File: src/rtl/seg_scan_ctrl_if.sv
// Update handshake between the price/credit logic (master) and the
// seven-segment scan controller (slave): four 7-bit digit patterns per transfer.
interface seg_scan_ctrl_if;
    logic        valid;
    logic [27:0] data;
    logic        ready;

    modport master (output valid, output data, input ready);
    modport slave  (input valid, input data, output ready);
endinterface

File: src/rtl/seg_scan_ctrl.sv
// Time-multiplexed scan of a 4-digit seven-segment display with per-digit blanking,
// PWM brightness, one dead cycle per slot, and frame-synchronised digit updates.
module seg_scan_ctrl #(
    parameter int TICK_DIV = 100000
) (
    input  logic              clk,
    input  logic              rst_n,
    input  logic              i_enable,
    input  logic [3:0]        i_blank,
    input  logic [3:0]        i_duty,
    seg_scan_ctrl_if.slave    upd,
    output logic [6:0]        o_x1,
    output logic [6:0]        o_x2,
    output logic [6:0]        o_x3,
    output logic [6:0]        o_x4,
    output logic [1:0]        o_sel,
    output logic [3:0]        o_an,
    output logic              o_frame_done
);

    localparam int            PW     = $clog2(TICK_DIV);
    localparam logic [PW-1:0] P_LAST = PW'(TICK_DIV - 1);

    logic [PW-1:0] r_presc;
    logic [1:0]    r_sel;
    logic [3:0]    r_pwm;
    logic [3:0]    r_an;
    logic          r_frame_done;
    logic [6:0]    r_x1, r_x2, r_x3, r_x4;
    logic [27:0]   r_shadow;
    logic          r_pending;
    logic          r_ready;

    logic [PW-1:0] w_presc_nx;
    logic [1:0]    w_sel_nx;
    logic [3:0]    w_pwm_nx;
    logic [3:0]    w_an_nx;
    logic          w_tick;
    logic          w_bound;
    logic          w_xfer;
    logic          w_apply;
    logic          w_pwm_on;

    always_comb begin
        w_tick     = (r_presc == P_LAST);
        w_bound    = i_enable && w_tick && (r_sel == 2'd3);
        w_xfer     = upd.valid && r_ready;
        // With the scan stopped no boundary will come, so a pending set goes out at once.
        w_apply    = r_pending && (w_bound || !i_enable);
        w_presc_nx = '0;
        w_sel_nx   = 2'd0;
        w_pwm_nx   = 4'd0;
        if (i_enable) begin
            w_presc_nx = w_tick ? '0 : r_presc + 1'b1;
            w_sel_nx   = w_tick ? r_sel + 2'd1 : r_sel;
            w_pwm_nx   = r_pwm + 4'd1;
        end
        // Anodes are computed from next-state values so the registered an lines up with sel.
        w_pwm_on = (i_duty == 4'hF) || (w_pwm_nx < i_duty);
        w_an_nx  = 4'hF;
        if (i_enable && !i_blank[w_sel_nx] && w_pwm_on && (w_presc_nx != '0))
            w_an_nx[w_sel_nx] = 1'b0;
    end

    always_ff @(posedge clk or negedge rst_n) begin
        if (!rst_n) begin
            r_presc      <= '0;
            r_sel        <= 2'd0;
            r_pwm        <= 4'd0;
            r_an         <= 4'hF;
            r_frame_done <= 1'b0;
            r_x1         <= 7'h00;
            r_x2         <= 7'h00;
            r_x3         <= 7'h00;
            r_x4         <= 7'h00;
            r_shadow     <= 28'h0;
            r_pending    <= 1'b0;
            r_ready      <= 1'b1;
        end else begin
            r_presc      <= w_presc_nx;
            r_sel        <= w_sel_nx;
            r_pwm        <= w_pwm_nx;
            r_an         <= w_an_nx;
            r_frame_done <= w_bound;
            if (w_xfer)
                r_shadow <= upd.data;
            if (w_apply)
                {r_x4, r_x3, r_x2, r_x1} <= r_shadow;
            if (w_xfer)
                r_pending <= 1'b1;
            else if (w_apply)
                r_pending <= 1'b0;
            // ready drops right after a capture but only returns a cycle after the apply
            r_ready <= w_xfer ? 1'b0 : !r_pending;
        end
    end

    assign upd.ready    = r_ready;
    assign o_x1         = r_x1;
    assign o_x2         = r_x2;
    assign o_x3         = r_x3;
    assign o_x4         = r_x4;
    assign o_sel        = r_sel;
    assign o_an         = r_an;
    assign o_frame_done = r_frame_done;

endmodule
File: src/flat_wrapper.sv
// flat-port wrapper written by rule: the top's interface ports become plain ports
module seg_scan_ctrl_flat 
#(
    parameter int TICK_DIV = 100000
)
  (clk, rst_n, i_enable, i_blank, i_duty, o_x1, o_x2, o_x3, o_x4, o_sel, o_an, o_frame_done, upd_valid, upd_data, upd_ready);
  seg_scan_ctrl_if upd_i ();
  input  logic clk;
  input  logic rst_n;
  input  logic i_enable;
  input  logic [3:0] i_blank;
  input  logic [3:0] i_duty;
  output logic [6:0] o_x1;
  output logic [6:0] o_x2;
  output logic [6:0] o_x3;
  output logic [6:0] o_x4;
  output logic [1:0] o_sel;
  output logic [3:0] o_an;
  output logic o_frame_done;
  input wire logic [$bits(upd_i.valid)-1:0] upd_valid;
  input wire logic [$bits(upd_i.data)-1:0] upd_data;
  output wire logic [$bits(upd_i.ready)-1:0] upd_ready;
  assign upd_i.valid = upd_valid;
  assign upd_i.data = upd_data;
  assign upd_ready = upd_i.ready;
  seg_scan_ctrl #(.TICK_DIV(TICK_DIV)) u_core (.clk(clk), .rst_n(rst_n), .i_enable(i_enable), .i_blank(i_blank), .i_duty(i_duty), .upd(upd_i), .o_x1(o_x1), .o_x2(o_x2), .o_x3(o_x3), .o_x4(o_x4), .o_sel(o_sel), .o_an(o_an), .o_frame_done(o_frame_done));
endmodule
File: config.mk
export PLATFORM = sky130hd
export DESIGN_NAME = seg_scan_ctrl_flat
export DESIGN_NICKNAME = d
export VERILOG_FILES = /design/src/rtl/seg_scan_ctrl_if.sv /design/src/rtl/seg_scan_ctrl.sv /design/src/flat_wrapper.sv
export SDC_FILE = /design/constraint.sdc
export NUM_CORES = 1
export LEC_CHECK = 0
export CAP_MARGIN = 15
export CELL_PAD_IN_SITES_DETAIL_PLACEMENT = 1
export CELL_PAD_IN_SITES_GLOBAL_PLACEMENT = 1
export CORE_ASPECT_RATIO = 1.2
export CORE_UTILIZATION = 37
export CTS_BUF_LIST = sky130_fd_sc_hd__clkbuf_16
export DETAILED_ROUTE_END_ITERATION = 16
export PLACE_DENSITY = 0.83
export SLEW_MARGIN = 20
export SYNTH_ARGS = -nofsm -noshare
export SYNTH_HDL_FRONTEND = slang
export SYNTH_SLANG_ARGS = --single-unit
File: constraint.sdc
create_clock -name clk -period 2.3 [get_ports clk]
set_input_delay 0.575 -clock clk [delete_from_list [all_inputs] [get_ports clk]]
set_output_delay 0.575 -clock clk [all_outputs]
set_load 0.02 [all_outputs]
# After elaboration in Yosys (flattened, before gate mapping)
# Cells that the tools add are included.
[op_classes]
addsub = 3
n_lt_le_gt_ge = 3
n_eq_ne = 3
muxes = 13
bitwise = 1
reduce_logical = 15
[op_table]
columns = ["cell", "count"]
rows = [
  ["two-way mux 17 bit", 2],
  ["adder 17 x 1 -> 17 bit (second input constant)", 1],
  ["equality test 17 bit (second input constant)", 1],
  ["nonzero test 17 bit", 1],
  ["logical AND 1 bit", 8],
  ["two-way mux 4 bit", 2],
  ["two-way mux 1 bit", 5],
  ["adder 4 x 1 -> 4 bit (second input constant)", 1],
  ["equality test 4 bit (second input constant)", 1],
  ["< comparator 4 bit", 1],
  ["two-way mux 2 bit", 2],
  ["NOT 4 bit", 1],
  ["logical NOT 1 bit", 3],
  ["< comparator 2 x 3 -> 1 bit (second input constant)", 1],
  ["adder 2 x 1 -> 2 bit (second input constant)", 1],
  ["binary-select mux 1 bit (select 2 bit)", 1],
  ["demux 1 bit (select 2 bit)", 1],
  ["equality test 2 bit (second input constant)", 1],
  ["greater-or-equal comparator 2 x 1 -> 1 bit (second input constant)", 1],
  ["logical OR 1 bit", 2],
  ["nonzero test 2 bit", 1],
]
[word_totals]
regBits = 86
input_bits = 40
output_inout_bits = 36

# Longest topological paths before layout
# Gate-level depths: netlist of run 1.
[logic_depth]
depth_word = 10
mapped_depth = 9
ltp_nobuf = 7

# Least setup slack after synthesis of run 1
# Ideal clock, no wire load.
[synth_path]
path_kind = "register to register"
start = "register u_core.r_pwm[0]"
end = "register u_core.r_an[2], in the netlist u_core.o_an[2]"
setup_time_ps = 94
arrival_ps = 2085
t_required_ps = 2206
path_slack_ps = 121
stages_incl_launch_ff = 8
path_buffers = 0
period_less_slack_ps = 2179
cell_sequence = "dfrtp_1 > ha_1 > and2_1 > ha_1 > a21o_1 > a211oi_1 > o21ai_2 > or4_1"
[synth_via]
elab_chain_cells = 7
[synth_rtl]
columns = ["item", "line", "rtl"]
rows = [
  ["start, declared", "seg_scan_ctrl.sv:26", "logic [3:0] r_pwm;"],
  ["start signal, assigned", "seg_scan_ctrl.sv:82", "r_pwm <= w_pwm_nx;"],
  ["adder 4 x 1 -> 4 bit", "seg_scan_ctrl.sv:56", "w_pwm_nx = r_pwm + 4'd1;"],
  ["two-way mux 4 bit", "seg_scan_ctrl.sv:53", "if (i_enable) begin"],
  ["net u_core.w_pwm_nx[1]", "seg_scan_ctrl.sv:36", "logic [3:0] w_pwm_nx;"],
  ["< comparator 4 bit", "seg_scan_ctrl.sv:59", "w_pwm_on = (i_duty == 4'hF) || (w_pwm_nx < i_duty);"],
  ["logical OR 1 bit", "seg_scan_ctrl.sv:59", ""],
  ["logical AND 1 bit (2 in series)", "seg_scan_ctrl.sv:61", "if (i_enable && !i_blank[w_sel_nx] && w_pwm_on && (w_presc_nx != '0))"],
  ["two-way mux 4 bit", "seg_scan_ctrl.sv:61", ""],
  ["net u_core.w_an_nx[2]", "seg_scan_ctrl.sv:37", "logic [3:0] w_an_nx;"],
  ["end signal, assigned", "seg_scan_ctrl.sv:83", "r_an <= w_an_nx;"],
  ["end, declared", "seg_scan_ctrl.sv:27", "logic [3:0] r_an;"],
]
# The timed path passes the listed nets, and every way through them passes these cells.
# A chain may end at the register's enable or synchronous reset.

# Worst setup path after layout of run 1
[layout_path]
start = "register u_core.r_pwm[1]"
end = "register u_core.r_an[2], in the netlist u_core.o_an[2]"
# Same word-level chain as after synthesis.

==> flow_summary.yaml, run 1 <==
floorplanning:
  rows: 40
  fp.dieW_um: 94.57
  core_area_mm2: 0.01001
  start_util: 0.3801
  die_h_um: 113.1
  io_pins: 76
  die_area_mm2: 0.01069
placed_design:
  gp_congestion: 0.8087
  detailed_place_hpwl_um: 6363
  dpl_cell_area_mm2: 0.004781
  numPortBuffers: 75
sta:
  relSlewSlack: 0.7027
  fin_crit_ps: 2263
  fin_skew_ps: 7.118
  slew_viol_final: 0
  finalSetupTns_ps: 0
  tightest_slew_ps: 445.9
  post-route-period-util: 0.9840
  final-hold-violation-count: 0
  hold_slack_ps: 171.7
  fmax_mhz: 441.8
  setup_viol: 0
setup_path:
  path_max_fanout: 4
  start_kind: "register"
  criticalPathCategory: "reg -> reg"
  r2r_end: "u_core.o_an[2]$_DFF_PN1_"
  setup.worst_path.start: "u_core.r_pwm[1]$_DFF_PN0_"
  arrival_ps: 2510
  ff2ff_setup_slack_ps: 40
  crit_required_ps: 2550
  reg2reg_from: "u_core.r_pwm[1]$_DFF_PN0_"
  end_kind: "register"
  reg2reg_depth: 7
logic_synthesis:
  yosys_warnings: 0
  synth_cells: 300
  syn_area_mm2: 0.003805
  ys_types: 44
  synth_area_per_cell_um2: 12.68
  ys_seq_area_frac: 0.5672
  synth_edf_count: 0
  synth_fp_nets: 346
  ys.flop_type: "dfrtp_1"
  ys_async_sr_fraction: 1.000
  synth-seq-cells: 86
final_layout:
  final_area_mm2: 0.005146
  drive_above_1_share: 0.2824
  fin_util: 0.5141
  areaGrowthSynthToFinish_pct: 35.25
  nets: 434
  antenna_cells: 0
power_and_ir_drop:
  total_power_w: 0.005392
  combPwrFrac: 0.307
  p_clk_frac: 0.283
  powerDensity_mw_per_mm2: 1048
  p_switching_w: 0.001548
  swShare: 0.2871
  p_int_w: 0.003844
  seqPwrFrac: 0.410
  irDropWorstVdd_mv: 0.4471
  p_leak_nw: 2.162
clocking:
  cts_tree: "built"
  clkTransAtPathRegs_ps: 60
  clock_sinks: 86
  cts_made_buffers: 9
  clockBufferDepth: 2
  insertion_delay_ps: 330
  h-tree-depth: 3
  cts_root_buf: "clkbuf_16"
  holdBufCountCts: 0
routing:
  drtIter0Drc: 54
  routedWlPerCell_um: 17.34
  vias: 2622
  wirelength_um: 8998
  drc_errors: 0
  ant_nets: 0
  via_per_inst: 5.052
  drt_pass1_iterations: 4
global_route:
  use_met1: 0.2061
  grt_pass1_vias: 2963
  grt_antenna_before_repair: 0
  grt_util_all_layers: 0.1792
  grt-busiest-layer: "met2"
  grt_max_degree: 40
  grt_pass1_wl_um: 14720
  grt.met2_usage: 0.3246
  overflow: 0
  met3_usage: 0.03629
run_status:
  outcome: "completed"
flow_run:
  maxCapViolations: 0
worst_hold_path:
  hold_path_class: "in -> async"
## cells in the mapped netlist, drive strengths merged, types with 3 or more instances
cell,number,area (um2)
nand3,8,45.04
o21ai,5,28.78
mux2,57,641.9
xor2,4,35.03
and4,3,28.78
mux2i,3,30.03
dfstp,5,131.4
nor2,29,108.9
buf,8,51.29
ha,6,75.07
nor3,7,35.03
or4,3,22.52
xnor2,19,166.4
and3,3,18.77
or3,4,25.02
nand2,15,58.81
inv,8,30.03
a31oi,3,18.77
clkbuf,7,28.78
dfrtp,81,2027
## power by group through the flow
stage	logic, W	registers [W]	clock network, W
final	0.00165	0.00221	0.00153
after global routing	0.00178	0.00228	0.00162
after CTS	0.00167	0.00222	0.00156
after detailed placement	0.00165	0.00224	0
after global placement	0.00159	0.00219	0
after floorplan	0.000537	0.00251	0
## layout make-up
cell class | count | area [um2]
clock inverter | 7 | 88.84
multi-input combinational | 191 | 1570
inverter | 8 | 30.03
clock buffer | 9 | 225.2
fill | 1027 | 4863
sequential | 86 | 2158
timing repair buffer | 92 | 915.9
tap | 126 | 157.7
## worst max-delay path by stage
stage / endpoint / slack, ps / depth (start not counted)
2_1_floorplan: u_core.o_an[2]$_DFF_PN1_ / 120 / 7
3_3_place_gp: u_core.o_an[2]$_DFF_PN1_ / -290 / 7
3_5_place_dp: u_core.o_an[1]$_DFF_PN1_ / -480 / 7
4_1_cts: u_core.o_an[1]$_DFF_PN1_ / 10 / 7
5_1_grt: u_core.o_an[2]$_DFF_PN1_ / -20 / 7
6_report: u_core.o_an[2]$_DFF_PN1_ / 40 / 7
## worst max-delay path, cell delays in order, from the launching register on
cell and delay, ps:
dfrtp_1 390, ha_1 300, and2_4 180, ha_4 210, a21o_1 190, a211oi_2 250, o21ai_2 120, or4_4 540
## registers in the layout (all words and copies together) (netlist names), 2 cells and up
signal	cells
u_core.o_an	4
u_core.o_sel	2
u_core.o_x1	7
u_core.o_x2	7
u_core.o_x3	7
u_core.o_x4	7
u_core.r_presc	17
u_core.r_pwm	4
u_core.r_shadow	28
## per-stage QoR
step	instances	worst slack, ps
2_1_floorplan	300	120.6
3_3_place_gp	501	-290.7
3_5_place_dp	501	-479.2
4_1_cts	517	10.76
5_1_grt	519	-23.72
6_report	519	36.72
## placed cells by master, fill, tap and decap left out, drive strengths merged, types with 3 or more instances in the layout
cell            n
dfrtp          81
clkdlybuf4s50  73
mux2           57
nor2           29
xnor2          19
buf            18
nand2          15
inv            10
clkbuf          9
nand3           8
nor3            7
ha              6
dfstp           5
o21ai           5
xor2            4
or3             4
mux2i           3
and3            3
and4            3
a31oi           3
or4             3
## layer usage
| layer | vias up | share of wire | routed length (um) |
|---|---|---|---|
| met4 | 0 | 0.017 | 151 |
| met2 | 63 | 0.54 | 4826 |
| li1 | 1205 | - | - |
| met3 | 14 | 0.043 | 387 |
| met5 | - | 0 | 0 |
| met1 | 1340 | 0.40 | 3633 |
## logic make-up (layout without fill, tap and decap cells)
kind of cell / after synthesis / after routing / synth area share
and+or+nand+nor: 87 / 87 / 0.1263
DFF: 86 / 86 / 0.5672
muxes: 60 / 60 / 0.1766
xor gates and xnor gates: 23 / 23 / 0.05294
buffers and inverters: 23 / 116 / 0.02894
AOI/OAI and AO/OA: 15 / 15 / 0.02828
adders and majority gates: 6 / 6 / 0.01973
## what timing repair did
item / in CTS / in global routing
gates resized for setup: 3 / 6
setup buffers: 0 / 2
pin swaps: 1 / 7
endpoints found under the setup margin: 3 / 3
No activity file was read; power rests on OpenSTA's default activity.
==> run 2, diff against run 1 <==
--- a/config.mk
+++ b/config.mk
@@ -9,10 +9,10 @@
 export CELL_PAD_IN_SITES_DETAIL_PLACEMENT = 1
 export CELL_PAD_IN_SITES_GLOBAL_PLACEMENT = 1
 export CORE_ASPECT_RATIO = 1.2
-export CORE_UTILIZATION = 37
+export CORE_UTILIZATION = 38
 export CTS_BUF_LIST = sky130_fd_sc_hd__clkbuf_16
 export DETAILED_ROUTE_END_ITERATION = 16
-export PLACE_DENSITY = 0.83
+export PLACE_DENSITY = 0.81
 export SLEW_MARGIN = 20
 export SYNTH_ARGS = -nofsm -noshare
 export SYNTH_HDL_FRONTEND = slang
==> constraint.sdc (replaced) <==
create_clock -name clk -period 2.75 [get_ports clk]
set_input_delay 0.6875 -clock clk [delete_from_list [all_inputs] [get_ports clk]]
set_output_delay 0.6875 -clock clk [all_outputs]
set_load 0.02 [all_outputs]
==> flow_summary.yaml, run 2 (synthesis gave the netlist of run 1 again) <==
run_status:
  outcome: "completed"
clocking:
  cts_resized: 0
  cts_tree: "built"
  clkTransAtPathRegs_ps: 60
  cts_made_buffers: 9
  holdBufCountCts: 0
  insertion_delay_ps: 330
  clock_sinks: 86
  h-tree-depth: 3
  clockBufferDepth: 2
  post_cts_buffers: 0
  cts_root_buf: "clkbuf_16"
setup_path:
  crit_required_ps: 2990
  path_cells: "clkdlybuf4s50_1, and2_1, ha_1, a21o_1, a211oi_1, o21ai_2, or4_1"
  cp.depth: 7
  path_delay_family: "simple AND/OR/NAND/NOR gates"
  crit_end: "u_core.o_an[0]$_DFF_PN1_"
  reg2reg_depth: 7
  criticalPathCategory: "in -> reg"
  start_kind: "primary input"
  path_max_fanout: 4
  cp_num_buf_inv: 1
  arrival_ps: 2670
  reg2reg_from: "u_core.r_presc[0]$_DFF_PN0_"
  crit_slowest_cell: "or4_1"
  ff2ff_setup_slack_ps: 350
  end_kind: "register"
  slowest_delay_ps: 530
  setup.worst_path.start: "i_enable"
  r2r_end: "u_core.o_an[0]$_DFF_PN1_"
final_layout:
  final_area_mm2: 0.004985
  largest-register: "u_core.r_shadow"
  nets: 423
  mostFrequentLayoutCells: "dfrtp_1 (81), clkdlybuf4s50_1 (74), mux2_2 (57)"
  final_common_cell: "dfrtp_1"
  largest_register_ffs: 28
  largestRegisters: "u_core.r_shadow (28), u_core.r_presc (17)"
  antenna_cells: 0
  fin_util: 0.5185
  areaGrowthSynthToFinish_pct: 31.01
  drive_above_1_share: 0.2441
sta:
  post-route-period-util: 0.8827
  fin_skew_ps: 4.427
  slew_viol_final: 0
  tightest_slew_ps: 558.9
  fmax_mhz: 412.0
  rsz0062_at_grt: "no"
  final-hold-violation-count: 0
  setup_viol: 0
  setup_slack_ps: 322.7
  fin_crit_ps: 2427
  relSlewSlack: 0.6274
floorplanning:
  io_pins: 76
  fp.dieW_um: 93.35
  start_util: 0.3958
  die_h_um: 111.6
  die_area_mm2: 0.01042
  rows: 39
  core_area_mm2: 0.009613
routing:
  drt_pass1_iterations: 4
  via_per_inst: 5.065
  vias: 2553
  ant_nets: 0
  routedWlPerCell_um: 17.49
  drc_errors: 0
  drtIter0Drc: 67
  wirelength_um: 8816
power_and_ir_drop:
  seqPwrFrac: 0.422
  combPwrFrac: 0.308
  p_leak_nw: 2.067
  irDropWorstVdd_mv: 0.3124
  p_switching_w: 0.001299
  p_clk_frac: 0.271
  swShare: 0.2952
  powerDensity_mw_per_mm2: 882.8
  p_int_w: 0.003102
global_route:
  overflow: 0
  grt_pass1_wl_um: 14740
  grt_pass1_vias: 2864
  grt_max_degree: 46
  grt_util_all_layers: 0.1840
  grt_antenna_before_repair: 0
worst_hold_path:
  hold_path_class: "in -> async"
placed_design:
  preCtsSetupSlack_ps: -15.33
  detailed_place_hpwl_um: 6110
  gp_congestion: 0.7900
  numPortBuffers: 75
  dpl_cell_area_mm2: 0.004697
flow_run:
  maxCapViolations: 0
run 2: cell types whose count changed in the layout (fill, tap and decap cells not counted), sizes merged:
cell           delta
buf              -11
dlymetal6s2s      -1
clkinvlp          +1
inv               -1
clkdlybuf4s50     +1
bufinv            -1
run 2: metrics by stage:
stage	TNS, ps	total power [W]	cells	hold WS, ps
6_report	0	0.004401	504	348.5
5_1_grt	0	0.004638	504	385.2
4_1_cts	0	0.004471	504	363.7
3_5_place_dp	-32.10	0.003248	489	450.3
3_3_place_gp	0	0.003145	489	427.5
2_1_floorplan	0	0.002545	300	391.9
run 2: layer usage:
layer	track usage	wire length [um]	vias to the layer above
li1	-	-	1189
met1	0.2132	3504	1299
met2	0.3363	4816	60
met3	0.04235	444	5
met4	0.04923	51	0
met5	0	0	-
run 2: worst reg2reg max path, delay by kind of cell (launching register included):
family          cells  cell delay, ps
flops               1             420
fa+ha+maj           1             290
compound gates      1             230
simple gates        5            1370
run 2: worst min path at each step:
| stage | from | endpoint | depth (start not counted) |
|---|---|---|---|
| 2_1_floorplan | rst_n | u_core.o_frame_done$_DFF_PN0_ | 0 |
| 3_3_place_gp | u_core.r_pending$_DFFE_PN0P_ | u_core.upd.ready$_DFF_PN1_ | 1 |
| 3_5_place_dp | u_core.r_pending$_DFFE_PN0P_ | u_core.upd.ready$_DFF_PN1_ | 1 |
| 4_1_cts | rst_n | u_core.r_shadow[16]$_DFFE_PN0P_ | 1 |
| 5_1_grt | rst_n | u_core.r_shadow[16]$_DFFE_PN0P_ | 1 |
| 6_report | rst_n | u_core.r_shadow[16]$_DFFE_PN0P_ | 1 |
run 2: layout make-up:
class                   count  area [um2]
fillers                  1005        4628
clock buffers               9       225.2
repair buffers             81       818.3
inverters                   8       30.03
multi-input cells         191        1536
flip-flops and latches     86        2158
clock inverters             6       62.56
well taps                 123       153.9
run 2: power by group through the flow:
stage,logic [W],clock network [W],registers [W]
finish,0.00135,0.00119,0.00186
global route,0.00146,0.00127,0.00191
CTS,0.00138,0.00123,0.00186
detailed placement,0.00137,0,0.00188
global placement,0.00131,0,0.00183
floorplan,0.000449,0,0.00210
==> run 3, diff against run 2 <==
--- a/config.mk
+++ b/config.mk
@@ -5,14 +5,14 @@
 export SDC_FILE = /design/constraint.sdc
 export NUM_CORES = 1
 export LEC_CHECK = 0
-export CAP_MARGIN = 15
 export CELL_PAD_IN_SITES_DETAIL_PLACEMENT = 1
 export CELL_PAD_IN_SITES_GLOBAL_PLACEMENT = 1
 export CORE_ASPECT_RATIO = 1.2
 export CORE_UTILIZATION = 38
 export CTS_BUF_LIST = sky130_fd_sc_hd__clkbuf_16
 export DETAILED_ROUTE_END_ITERATION = 16
-export PLACE_DENSITY = 0.81
+export DONT_BUFFER_PORTS = 1
+export PLACE_DENSITY = 0.69
 export SLEW_MARGIN = 20
 export SYNTH_ARGS = -nofsm -noshare
 export SYNTH_HDL_FRONTEND = slang
==> flow_summary.yaml, run 3 (synthesis gave the netlist of run 1 again) <==
clocking:
  post_cts_buffers: 0
  holdBufCountCts: 0
  clkTransAtPathRegs_ps: 60
  h-tree-depth: 3
  insertion_delay_ps: 330
  cts_resized: 0
  cts_root_buf: "clkbuf_16"
  cts_tree: "built"
  clock_sinks: 86
  clockBufferDepth: 2
  cts_made_buffers: 9
worst_hold_path:
  hold_path_class: "in -> async"
setup_path:
  slowest_delay_ps: 490
  cp_num_buf_inv: 0
  criticalPathCategory: "reg -> reg"
  start_kind: "register"
  path_cells: "ha_1, and4_1, and2_1, and3_1, a31oi_1, nor4_2, or4_1"
  path_max_fanout: 7
  crit_slowest_cell: "or4_1"
  path_delay_family: "simple AND/OR/NAND/NOR gates"
  crit_required_ps: 3000
  arrival_ps: 2570
  end_kind: "register"
placed_design:
  dpl.cell_count: 411
  detailed_place_hpwl_um: 5152
  gp_congestion: 0.7658
  preCtsSetupSlack_ps: 371.0
  numPortBuffers: 0
floorplanning:
  rows: 39
  die_h_um: 111.6
  core_area_mm2: 0.009613
  fp.dieW_um: 93.35
  start_util: 0.3958
  die_area_mm2: 0.01042
  io_pins: 76
global_route:
  grt_util_all_layers: 0.1491
  grt_pass1_wl_um: 12060
  overflow: 0
  grt_pass1_vias: 2432
  grt_max_degree: 87
  grt_antenna_before_repair: 0
final_layout:
  fin_util: 0.4368
  nets: 345
  final_cells: 427
  largest_register_ffs: 28
  mostFrequentLayoutCells: "dfrtp_1 (81), mux2_2 (57), nor2_1 (29)"
  areaGrowthSynthToFinish_pct: 10.36
  drive_above_1_share: 0.2961
  largestRegisters: "u_core.r_shadow (28), u_core.r_presc (17)"
  final_common_cell: "dfrtp_1"
  largest-register: "u_core.r_shadow"
  antenna_cells: 0
sta:
  setup_slack_ps: 426.5
  fin_crit_ps: 2323
  tightest_slew_ps: 444.6
  rsz0062_at_grt: "no"
  finalSetupTns_ps: 0
  slew_viol_final: 0
  fin_skew_ps: 6.983
  fmax_mhz: 430.4
  setup_viol: 0
  post-route-period-util: 0.8449
  final-hold-violation-count: 0
  relSlewSlack: 0.7036
routing:
  drt_pass1_iterations: 3
  drc_errors: 0
  wirelength_um: 7170
  via_per_inst: 5.274
  vias: 2252
  drtIter0Drc: 85
  ant_nets: 0
  routedWlPerCell_um: 16.79
power_and_ir_drop:
  p_switching_w: 0.001173
  total_power_w: 0.003783
  p_clk_frac: 0.293
  seqPwrFrac: 0.570
  p_int_w: 0.002610
  powerDensity_mw_per_mm2: 901.0
  combPwrFrac: 0.137
  swShare: 0.3101
  irDropWorstVdd_mv: 0.3386
  p_leak_nw: 1.762
run_status:
  outcome: "completed"
flow_run:
  maxCapViolations: 0
[run 3: cell types whose count changed in the layout (fill, tap and decap cells not counted)]
cell / previous run / this run
clkinv_1: 1 / 0
bufinv_16: 1 / 0
clkinv_4: 0 / 1
inv_6: 1 / 2
clkinv_2: 1 / 2
buf_4: 5 / 1
clkinvlp_4: 2 / 1
inv_1: 8 / 9
clkdlybuf4s50_1: 74 / 0
[run 3: stage by stage]
stage	area (um2)	hold WS, ps
final	4199	44.10
after global placement	3926	393.8
after floorplan	3805	391.9
after detailed placement	3926	393.5
after CTS	4199	28.82
after global routing	4199	21.65
[run 3: cell type report]
class / instances / area, um2
clock inverters: 7 / 47.55
well taps: 123 / 153.9
flip-flops and latches: 86 / 2158
inverters: 8 / 30.03
fillers: 1005 / 5414
multi-input cells: 191 / 1536
clock buffers: 9 / 225.2
repair buffers: 3 / 47.55
[run 3: metal layers]
metal	track usage	wire length, um	part of all wire
met2	0.2515	3563	0.50
met1	0.1750	3072	0.43
met4	0.05231	97	0.014
met3	0.05123	437	0.061
met5	0	0	0
[run 3: worst paths after layout]
| path | from | to | slack, ps | cells after the start |
|---|---|---|---|---|
| worst max-delay path | u_core.r_presc[0]$_DFF_PN0_ | u_core.o_an[1]$_DFF_PN1_ | 430 | 7 |
| min in group clk | upd_valid | u_core.upd.ready$_DFF_PN1_ | 410 | 1 |
| worst min-delay path | rst_n | u_core.o_x3[5]$_DFFE_PN0P_ | 40 | 0 |
| max in group asynchronous | rst_n | u_core.upd.ready$_DFF_PN1_ | 2520 | 0 |
| worst max register to register | u_core.r_presc[0]$_DFF_PN0_ | u_core.o_an[1]$_DFF_PN1_ | 430 | 7 |
| worst min register to register | u_core.r_pending$_DFFE_PN0P_ | u_core.upd.ready$_DFF_PN1_ | 450 | 1 |
[run 3: power by group through the flow]
| stage | registers, W | clock network [W] | logic (W) |
|---|---|---|---|
| floorplan | 0.00210 | 0 | 0.000449 |
| global placement | 0.00216 | 0 | 0.000500 |
| detailed placement | 0.00219 | 0 | 0.000533 |
| CTS | 0.00217 | 0.00115 | 0.000532 |
| global route | 0.00222 | 0.00120 | 0.000574 |
| finish | 0.00216 | 0.00111 | 0.000518 |
